File: config.mk
export PLATFORM = sky130hd
export DESIGN_NAME = fetch_ctrl_flat
export DESIGN_NICKNAME = d
export VERILOG_FILES = /design/src/rtl/fetch_ctrl_if.sv /design/src/rtl/fetch_ctrl.sv /design/src/flat_wrapper.sv
export SDC_FILE = /design/constraint.sdc
export NUM_CORES = 1
export LEC_CHECK = 0
export CAP_MARGIN = 20
export CORE_ASPECT_RATIO = 0.75
export CORE_MARGIN = 8
export CORE_UTILIZATION = 53
export DETAILED_ROUTE_END_ITERATION = 10
export PLACE_DENSITY = 0.85
export SETUP_SLACK_MARGIN = 0.05
export SYNTH_ARGS = -nofsm -noshare
export SYNTH_HDL_FRONTEND = slang
export SYNTH_SLANG_ARGS = --single-unit
File: constraint.sdc
create_clock -name clk -period 8.05 [get_ports clk]
set_input_delay 1.2075 -clock clk [delete_from_list [all_inputs] [get_ports clk]]
set_output_delay 1.2075 -clock clk [all_outputs]
set_load 0.01 [all_outputs]
File: src/rtl/fetch_ctrl_if.sv
// Core-to-cache instruction port: registered request (re/sel/addr) from the core,
// single-cycle ack with the returned instruction from the cache.
interface c2c_instr #(
  parameter int XLEN = 32
) ();
  logic            re;
  logic [3:0]      sel;
  logic [XLEN-1:0] addr;
  logic            ack;
  logic [31:0]     instr;

  modport master (output re, sel, addr, input ack, instr);
  modport slave  (input re, sel, addr, output ack, instr);
endinterface

File: src/rtl/fetch_ctrl.sv
// Fetch controller: owns the fetch PC, issues one cache request at a time, queues returns for decode.
// Latency: ack at edge N -> fq_valid in cycle N+1; with a 1-cycle-ack cache, one instruction per 2 cycles.
// Backpressure: a request issues only when the queue will have a free slot; redirects flush the queue.
module fetch_ctrl #(
  parameter int              XLEN         = 32,
  parameter logic [XLEN-1:0] RESET_VECTOR = '0,
  parameter int              FQ_DEPTH     = 2
) (
  input  logic             clk,
  input  logic             reset_n,
  c2c_instr.master         imem,
  input  logic             redirect_valid,
  input  logic [XLEN-1:0]  redirect_pc,
  output logic             fq_valid,
  output logic [31:0]      fq_instr,
  output logic [XLEN-1:0]  fq_pc,
  input  logic             fq_ready
);

  localparam int PW = $clog2(FQ_DEPTH);
  localparam int CW = PW + 1;

  typedef enum logic [1:0] {
    FETCH = 2'd0,
    STALL = 2'd1,
    FLUSH = 2'd2
  } state_t;

  state_t          state_q, state_n;
  logic [XLEN-1:0] pc_q, pc_n;
  logic            re_q, re_n;
  logic [3:0]      sel_q, sel_n;
  logic [XLEN-1:0] addr_q, addr_n;

  logic [31:0]     q_instr [FQ_DEPTH];
  logic [XLEN-1:0] q_pc    [FQ_DEPTH];
  logic [PW-1:0]   head_q, tail_q;
  logic [CW-1:0]   count_q, count_after;

  logic            acked, push, pop, credit;
  logic [XLEN-1:0] target, pc_inc;

  assign imem.re   = re_q;
  assign imem.sel  = sel_q;
  assign imem.addr = addr_q;

  assign fq_valid = (count_q != '0);
  assign fq_instr = q_instr[head_q];
  assign fq_pc    = q_pc[head_q];

  always_comb begin
    acked       = re_q && imem.ack;
    pop         = fq_valid && fq_ready;
    push        = acked && (state_q == FETCH) && !redirect_valid;
    count_after = count_q + CW'(push) - CW'(pop);
    credit      = count_after < CW'(FQ_DEPTH);
    target      = redirect_pc & ~XLEN'(3);
    pc_inc      = pc_q + XLEN'(4);

    state_n = state_q;
    pc_n    = pc_q;
    re_n    = re_q;
    addr_n  = addr_q;

    if (redirect_valid) begin
      pc_n = target;
      // An in-flight request cannot be cancelled on the bus; ride it out in FLUSH.
      if (re_q && !imem.ack) begin
        state_n = FLUSH;
      end else begin
        state_n = FETCH;
        re_n    = 1'b1;
        addr_n  = target;
      end
    end else begin
      unique case (state_q)
        FETCH: begin
          if (!re_q || acked) begin
            if (acked) pc_n = pc_inc;
            if (credit) begin
              re_n   = 1'b1;
              addr_n = acked ? pc_inc : pc_q;
            end else begin
              re_n    = 1'b0;
              state_n = STALL;
            end
          end
        end
        STALL: begin
          if (credit) begin
            re_n    = 1'b1;
            addr_n  = pc_q;
            state_n = FETCH;
          end
        end
        FLUSH: begin
          // Stale return is dropped; pc already holds the redirect target.
          if (acked) begin
            if (credit) begin
              re_n    = 1'b1;
              addr_n  = pc_q;
              state_n = FETCH;
            end else begin
              re_n    = 1'b0;
              state_n = STALL;
            end
          end
        end
        default: begin
          state_n = FETCH;
          re_n    = 1'b0;
        end
      endcase
    end

    sel_n = re_n ? 4'b1111 : 4'b0000;
  end

  always_ff @(posedge clk) begin
    if (!reset_n) begin
      state_q <= FETCH;
      pc_q    <= RESET_VECTOR;
      re_q    <= 1'b0;
      sel_q   <= 4'b0000;
      addr_q  <= RESET_VECTOR;
      head_q  <= '0;
      tail_q  <= '0;
      count_q <= '0;
      for (int i = 0; i < FQ_DEPTH; i++) begin
        q_instr[i] <= '0;
        q_pc[i]    <= '0;
      end
    end else begin
      state_q <= state_n;
      pc_q    <= pc_n;
      re_q    <= re_n;
      sel_q   <= sel_n;
      addr_q  <= addr_n;
      if (redirect_valid) begin
        head_q  <= '0;
        tail_q  <= '0;
        count_q <= '0;
      end else begin
        if (push) begin
          q_instr[tail_q] <= imem.instr;
          q_pc[tail_q]    <= addr_q;
          tail_q          <= tail_q + PW'(1);
        end
        if (pop) head_q <= head_q + PW'(1);
        count_q <= count_after;
      end
    end
  end

endmodule

File: src/flat_wrapper.sv
// flat-port wrapper written by rule: the top's interface ports become plain ports
module fetch_ctrl_flat 
#(
  parameter int              XLEN         = 32,
  parameter logic [XLEN-1:0] RESET_VECTOR = '0,
  parameter int              FQ_DEPTH     = 2
)
  (clk, reset_n, redirect_valid, redirect_pc, fq_valid, fq_instr, fq_pc, fq_ready, imem_re, imem_sel, imem_addr, imem_ack, imem_instr);
  c2c_instr #(.XLEN(XLEN)) imem_i ();
  input  logic clk;
  input  logic reset_n;
  input  logic redirect_valid;
  input  logic [XLEN-1:0] redirect_pc;
  output logic fq_valid;
  output logic [31:0] fq_instr;
  output logic [XLEN-1:0] fq_pc;
  input  logic fq_ready;
  output wire logic [$bits(imem_i.re)-1:0] imem_re;
  output wire logic [$bits(imem_i.sel)-1:0] imem_sel;
  output wire logic [$bits(imem_i.addr)-1:0] imem_addr;
  input wire logic [$bits(imem_i.ack)-1:0] imem_ack;
  input wire logic [$bits(imem_i.instr)-1:0] imem_instr;
  assign imem_re = imem_i.re;
  assign imem_sel = imem_i.sel;
  assign imem_addr = imem_i.addr;
  assign imem_i.ack = imem_ack;
  assign imem_i.instr = imem_instr;
  fetch_ctrl #(.XLEN(XLEN), .RESET_VECTOR(RESET_VECTOR), .FQ_DEPTH(FQ_DEPTH)) u_core (.clk(clk), .reset_n(reset_n), .imem(imem_i), .redirect_valid(redirect_valid), .redirect_pc(redirect_pc), .fq_valid(fq_valid), .fq_instr(fq_instr), .fq_pc(fq_pc), .fq_ready(fq_ready));
endmodule
==> summary.txt, run 1 <==
Drt
  • Final WL: approximately 25000 um
  • DR WL/cell: about 20 um
  • Residual DRC count: 0
  • Via count: 7222
  • Vias per std cell: roughly 5.8
  • Drt first-iter violations: 901
  • Post-DRT Antenna Nets: 0
  • First-pass DRT Iterations: 5

Layout
  • Commonest non-fill, non-tap cell in the layout: clkdlybuf4s50_1
  • Most frequent cells in the layout: clkdlybuf4s50_1 (162), and2_1 (124), edfxtp_1 (124), dfxtp_1 (67), mux2_2 (64)
  • ANT cells: 0
  • Area delta synth->final: 24.0%
  • Share of layout cells above drive strength 1: 12.1%
  • Nets: roughly 1.1k
  • Filler cells: ~1.3k

Critical path
  • Reg-to-reg critical path endpoint: u_core.imem.addr[26]$_SDFFE_PN0P_
  • Worst path cell trace: clkdlybuf4s50_1 > nand3_1 > nor2_1 > ha_1 > xnor3_1 > or3_1 > a31oi_1 > nand2_1 > o21ai_0
  • Max incr delay on CP: 0.74 ns
  • CP bufs+invs: 1
  • CP Launch Type: input port
  • WP data arrival: approximately 4.7 ns
  • Reg2reg start: u_core.state_q[0]$_SDFFE_PN0P_
  • Critical Path End Type: flip-flop
  • Crit path kind: input port to flip-flop
  • CP max-delay cell: a31oi_1
  • Critical Path RT: roughly 8.4 ns
  • Reg2reg setup slack: 4.30 ns
  • Critical path launch point: imem_ack
  • Worst-case reg-to-reg path depth: 10
  • CP max FO: 7
  • Crit-path leading delay family: simple AND/OR/NAND/NOR gates
  • Levels on crit path: 9

Timing
  • F_max: 233 MHz
  • Hold Fails Final Rpt: 0
  • Setup TNS: 0 ns
  • Slew margin rel.: between 30% and 40%
  • Worst Max-Slew Pin Slew: 0.980 ns
  • Clock Skew: 0.0117 ns
  • RSZ-0062 raised after global routing: false
  • Final setup fails: 0
  • Clock period minus worst slack: ~4.3 ns
  • Final Max Tran Viols: 0
  • Tcrit/Tclk final: ~53%

Clock network
  • Total clock sinks: between 150 and 200
  • CTS root buf: clkbuf_16
  • Worst-skew pair later-pin latency: about 0.44 ns
  • CTS tree: done
  • Post-CTS Setup Bufs: 0
  • Cells resized by post-CTS repair: 0
  • CTS clock-pin slew for the worst setup and hold paths: 0.08 ns
  • H-tree Lvls: 4
  • CTS buffer count: 17
  • CTS max path bufs: 2
  • Hold_buf cts: 0

Yosys
  • Synth Register Bits: 192
  • Ys async rst share: 0%
  • Post-synth top area share: around 40%
  • Synth Flop Type: edfxtp_1
  • Area leader, netlist: edfxtp_1
  • Synthesis Warnings: 0
  • Seq/Total Area, Yosys: between 50% and 60%
  • Synth top area cells: edfxtp_1 (39%), dfxtp_1 (14%), and2_1 (8.1%)
  • Netlist cell types: 60
  • Mapped cell area: between 0.009 and 0.01 sq mm
  • Mean Syn Cell Area: approximately 11 sq um
  • Post-synth EDFFs: roughly 120
  • Synthesized instance count: ~880

Floorplanning
  • Initial Utilization: 54.1%
  • Core ar.: roughly 0.018 sq mm
  • Die Ht: 132 um
  • I/O Pins: between 150 and 200
  • Die Area: approximately 0.023 sq mm
  • Die X-Extent: around 170 um
  • FP Rows: 42

Power
  • Combinational power share: 13.5%
  • Part of the power in registers: between 50 and 60%
  • Int Power: around 1.7 mW
  • Leak: between 4 and 5 nW
  • Net Switching: slightly above 600 uW
  • Peak supply drop: between 100 and 150 uV
  • Part of the power in the clock network: about 36%
  • Cell Pwr Density: 194 mW/mm^2
  • Switching share of total power: around 27%
  • Total power: ~2.3 mW

Global route
  • Initial antenna violation count: 0
  • GRT Util Overall: between 20% and 30%
  • First-pass GRT wire length: between 30000 and 40000 um
  • Pin count of the biggest net entering global routing: 73
  • GRT Residual Overflow: 0
  • Vias in the first global route: just under 7k

Hold path
  • HP Start: u_core.imem.addr[10]$_SDFFE_PN0P_
  • Hold path depth: 2
  • Hold EP: u_core.imem.addr[10]$_SDFFE_PN0P_
  • Worst min-delay path class: flip-flop to flip-flop

Placed design
  • DP HPWL: between 15000 and 20000 um
  • Gpl congestion: 0.911
  • PortBufs: ~160

Flow run
  • Max Cap Violations: 0

Run status
  • Status: finished, final reports clean
[area by class of cell]
class                   count  area, sq um  area share [%]
flip-flops and latches    192         5090            43.1
inverters                  20         75.1           0.636
clock buffers              18          429            3.63
repair buffers            173         1710            14.5
well taps                 242          303            2.56
multi-input cells         595         4070            34.4
clock inverters            14          141            1.20
[worst max-delay path by stage]
stage,endpoint,slack (ns)
after global placement,u_core.imem.addr[31]$_SDFFE_PN0P_,3.52
after detailed placement,u_core.imem.addr[30]$_SDFFE_PN0P_,3.39
after global routing,u_core.imem.addr[23]$_SDFFE_PN0P_,3.57
after CTS,u_core.imem.addr[26]$_SDFFE_PN0P_,3.85
final,u_core.imem.addr[26]$_SDFFE_PN0P_,3.76
after floorplan,u_core.q_instr[0][0]$_SDFFCE_PN0P_,1.06
[cell usage after synthesis (9+ instances only)]
master and number:
nand3_1 17, edfxtp_1 124, xor2_1 10, mux2_2 64, nand2b_1 17, nand2_1 52, xnor2_1 32, a21oi_1 41
buf_4 9, inv_1 20, buf_2 9, o32ai_1 9, and2_1 124, nor4_1 21, nor3_1 35, clkbuf_1 55
nor2_1 20, nand4_1 14, and3_1 9, dfxtp_1 68, o21ai_0 37
[cell families (layout without fill, tap and decap cells)]
kind of cell | Yosys count | count (layout) | share of synthesized area [%]
AND/OR/NAND/NOR | 342 | 342 | 20.7
flip-flops | 192 | 192 | 53.4
AO/OA/AOI/OAI | 131 | 131 | 8.58
buffers and inverters | 97 | 225 | 4.32
multiplexers | 68 | 68 | 7.98
XOR/XNOR | 43 | 43 | 4.10
adder cells (fa/ha/maj) | 7 | 7 | 0.919
other | 1 | 4 | 0.0394
[flip-flops by register name, summed over array words and instances (netlist names), named ones only]
name	flops
u_core.count_q	2
u_core.q_instr	64
u_core.state_q	2
u_core.imem.sel	1
u_core.imem.addr	30
u_core.pc_q	30
u_core.head_q	1
u_core.q_pc	60
u_core.tail_q	1
[metrics by stage]
step / instance area, sq um / cells / hold slack [ns] / util [%] / setup WS, ns
2_1_floorplan: 9540 / 884 / 0.481 / - / 1.06
3_3_place_gp: 11200 / 1220 / 0.480 / 63.7 / 3.52
3_5_place_dp: 11200 / 1220 / 0.491 / 63.7 / 3.39
4_1_cts: 11800 / 1252 / 0.504 / 67.0 / 3.85
5_1_grt: 11800 / 1254 / 0.531 / 67.1 / 3.57
6_report: 11800 / 1254 / 0.503 / 67.1 / 3.76
[tightest hold or removal path, cell delays in order (launching register included)]
cell,delay [ns]
dfxtp_1,0.34
nand2_1,0.06
o21ai_0,0.06
[metal layers]
metal	share of wire (%)	GRT usage, %	wire length [um]	up-vias
li1	-	-	-	3396
met1	44	29.9	10900	3474
met2	45	33.3	11100	320
met3	9.2	5.12	2260	32
met4	1.9	6.84	472	0
met5	0	0	0	-
[power by group through the flow]
stage / logic [mW] / registers, mW / clock network, mW
after floorplan: 0.163 / 1.16 / 0
after global routing: 0.335 / 1.17 / 0.876
after global placement: 0.302 / 1.17 / 0
after CTS: 0.310 / 1.16 / 0.835
final: 0.311 / 1.16 / 0.826
after detailed placement: 0.308 / 1.18 / 0
Note: power is estimated with default switching activity, not from simulation.
==> inputs of run 2 (changes only) <==
--- a/config.mk
+++ b/config.mk
@@ -8,9 +8,9 @@
 export CAP_MARGIN = 20
 export CORE_ASPECT_RATIO = 0.75
 export CORE_MARGIN = 8
-export CORE_UTILIZATION = 53
+export CORE_UTILIZATION = 48
 export DETAILED_ROUTE_END_ITERATION = 10
-export PLACE_DENSITY = 0.85
+export PLACE_DENSITY = 0.82
 export SETUP_SLACK_MARGIN = 0.05
 export SYNTH_ARGS = -nofsm -noshare
 export SYNTH_HDL_FRONTEND = slang
==> constraint.sdc (replaced) <==
create_clock -name clk -period 3.4 [get_ports clk]
set_input_delay 0.51 -clock clk [delete_from_list [all_inputs] [get_ports clk]]
set_output_delay 0.51 -clock clk [all_outputs]
set_load 0.01 [all_outputs]
==> run 2 against run 1 <==
  * Design area grew 1.6%
  * Critical path depth grew 2
  * Clock-buffer cell count shrank 1
  * Core utilization shrank 5.4 points
  * Critical endpoint is now u_core.imem.addr[3]$_SDFFE_PN0P_
  * Non-clock buffer count grew 13
  * Die area grew 9.3%
  * Wire length grew 0.55%
  * First-iteration DRC count shrank 21%
==> summary.txt, run 2 (synthesized netlist as in run 1, its figures left out) <==
Run status
  • Status: finished, final reports clean

Clock network
  • CTS root buf: clkbuf_16
  • H-tree Lvls: 4
  • CTS buffer count: 17
  • CTS tree: done
  • CTS max path bufs: 2
  • Worst-skew pair later-pin latency: around 0.44 ns
  • Total clock sinks: approximately 190
  • Post-CTS Setup Bufs: 0
  • CTS clock-pin slew for the worst setup and hold paths: about 0.070 ns
  • Cells resized by post-CTS repair: 0
  • Hold_buf cts: 0

Layout
  • Final Util: approximately three fifths
  • Commonest non-fill, non-tap cell in the layout: clkdlybuf4s50_1
  • Area delta synth->final: 25.9%
  • Largest register FFs: between 60 and 70
  • Filler cells: around 1.6k
  • ANT cells: 0
  • Largest regs: u_core.q_instr (64), u_core.q_pc (60)
  • Largest Register: u_core.q_instr
  • Most frequent cells in the layout: clkdlybuf4s50_1 (162), and2_1 (124), edfxtp_1 (124), dfxtp_1 (67), mux2_2 (64)
  • Share of layout cells above drive strength 1: a little over an eighth
  • Nets: roughly 1.1k

Critical path
  • Critical Path End Type: flip-flop
  • CP Launch Type: flip-flop
  • Crit path kind: flip-flop to flip-flop
  • Critical Path RT: about 3.8 ns
  • CP max FO: 26
  • WP data arrival: ~3.4 ns

Hold path
  • Worst min-delay path class: flip-flop to flip-flop

Drt
  • Via count: 7273
  • DR WL/cell: about 19 um
  • Final WL: around 25000 um
  • Residual DRC count: 0
  • First-pass DRT Iterations: 6
  • Post-DRT Antenna Nets: 0
  • Vias per std cell: about 5.7
  • Drt first-iter violations: 711

Placed design
  • PortBufs: 164
  • DP HPWL: 17200 um
  • Gpl congestion: between 0.8 and 0.9

Floorplanning
  • Core ar.: between 0.015 and 0.02 sq mm
  • FP Rows: 44
  • Initial Utilization: 49.0%
  • Die Area: 0.0247 sq mm
  • I/O Pins: between 150 and 200
  • Die Ht: around 140 um
  • Die X-Extent: 179 um

Timing
  • Hold Fails Final Rpt: 0
  • F_max: between 300 and 400 MHz
  • Tcrit/Tclk final: 89.5%
  • Slew margin rel.: between 50% and 60%
  • Final setup fails: 0
  • Worst Max-Slew Pin Slew: 0.648 ns
  • RSZ-0062 raised after global routing: false
  • Clock period minus worst slack: between 3 and 4 ns
  • Setup TNS: 0 ns
  • Final Max Tran Viols: 0
  • Clock Skew: roughly 0.014 ns

Global route
  • Pin count of the biggest net entering global routing: 63
  • GRT Residual Overflow: 0
  • Initial antenna violation count: 0
  • GRT Util Overall: between 10% and 20%
  • First-pass GRT wire length: about 38000 um
  • Vias in the first global route: between 6k and 7k

Flow run
  • Max Cap Violations: 0

Power
  • Cell Pwr Density: ~460 mW/mm^2
  • Peak supply drop: roughly 260 uV
  • Leak: 4.32 nW
[run 2: final cells by class]
cell class	instances	area [sq um]	share of cell area, %
clock buffers	17	425	3.55
clock inverters	15	166	1.39
inverters	20	75.1	0.626
multi-input cells	595	4070	33.9
flip-flops and latches	192	5090	42.4
well taps	253	317	2.64
repair buffers	186	1860	15.5
[run 2: critical path, cell delays in order (launching register included)]
cell,delay [ns]
dfxtp_1,0.34
or2_2,0.30
and2_1,0.19
ha_1,0.29
inv_1,0.06
ha_1,0.18
xnor3_1,0.43
or3_1,0.34
and3_1,0.26
buf_4,0.25
nand2b_1,0.18
a21oi_1,0.15
[run 2: stage by stage]
| step | area [sq um] | worst slack [ns] | hold WS [ns] | instances | power [mW] |
|---|---|---|---|---|---|
| final | 12000 | 0.358 | 0.514 | 1278 | 5.52 |
| after global routing | 12000 | 0.236 | 0.543 | 1278 | 5.71 |
| after CTS | 12000 | 0.399 | 0.521 | 1278 | 5.55 |
| after detailed placement | 11400 | 0.115 | 0.505 | 1246 | 3.54 |
| after global placement | 11400 | 0.117 | 0.498 | 1246 | 3.52 |
| after floorplan | 9550 | 0.211 | 0.481 | 884 | 3.14 |
[run 2: worst paths after layout]
path                                      from                           endpoint  slack, ns  cells after the start
max               u_core.count_q[1]$_SDFF_PP0_   u_core.imem.addr[3]$_SDFFE_PN0P_       0.36                     11
min          u_core.imem.addr[10]$_SDFFE_PN0P_  u_core.imem.addr[10]$_SDFFE_PN0P_       0.51                      2
max reg2reg       u_core.count_q[1]$_SDFF_PP0_   u_core.imem.addr[3]$_SDFFE_PN0P_       0.36                     11
min reg2reg  u_core.imem.addr[10]$_SDFFE_PN0P_  u_core.imem.addr[10]$_SDFFE_PN0P_       0.51                      2
[run 2: power by group]
group / internal (mW) / switching, mW
clock network: 1.05 / 0.973
logic: 0.390 / 0.372
registers: 2.62 / 0.120
total: 4.06 / 1.46
[run 2: layer usage]
layer  vias up  GRT usage [%]  share of wire [%]
li1       3410              -                  -
met1      3535           27.6                 45
met2       306           29.6                 45
met3        22           5.01                9.2
met4         0           5.25                1.5
met5         -              0                  0
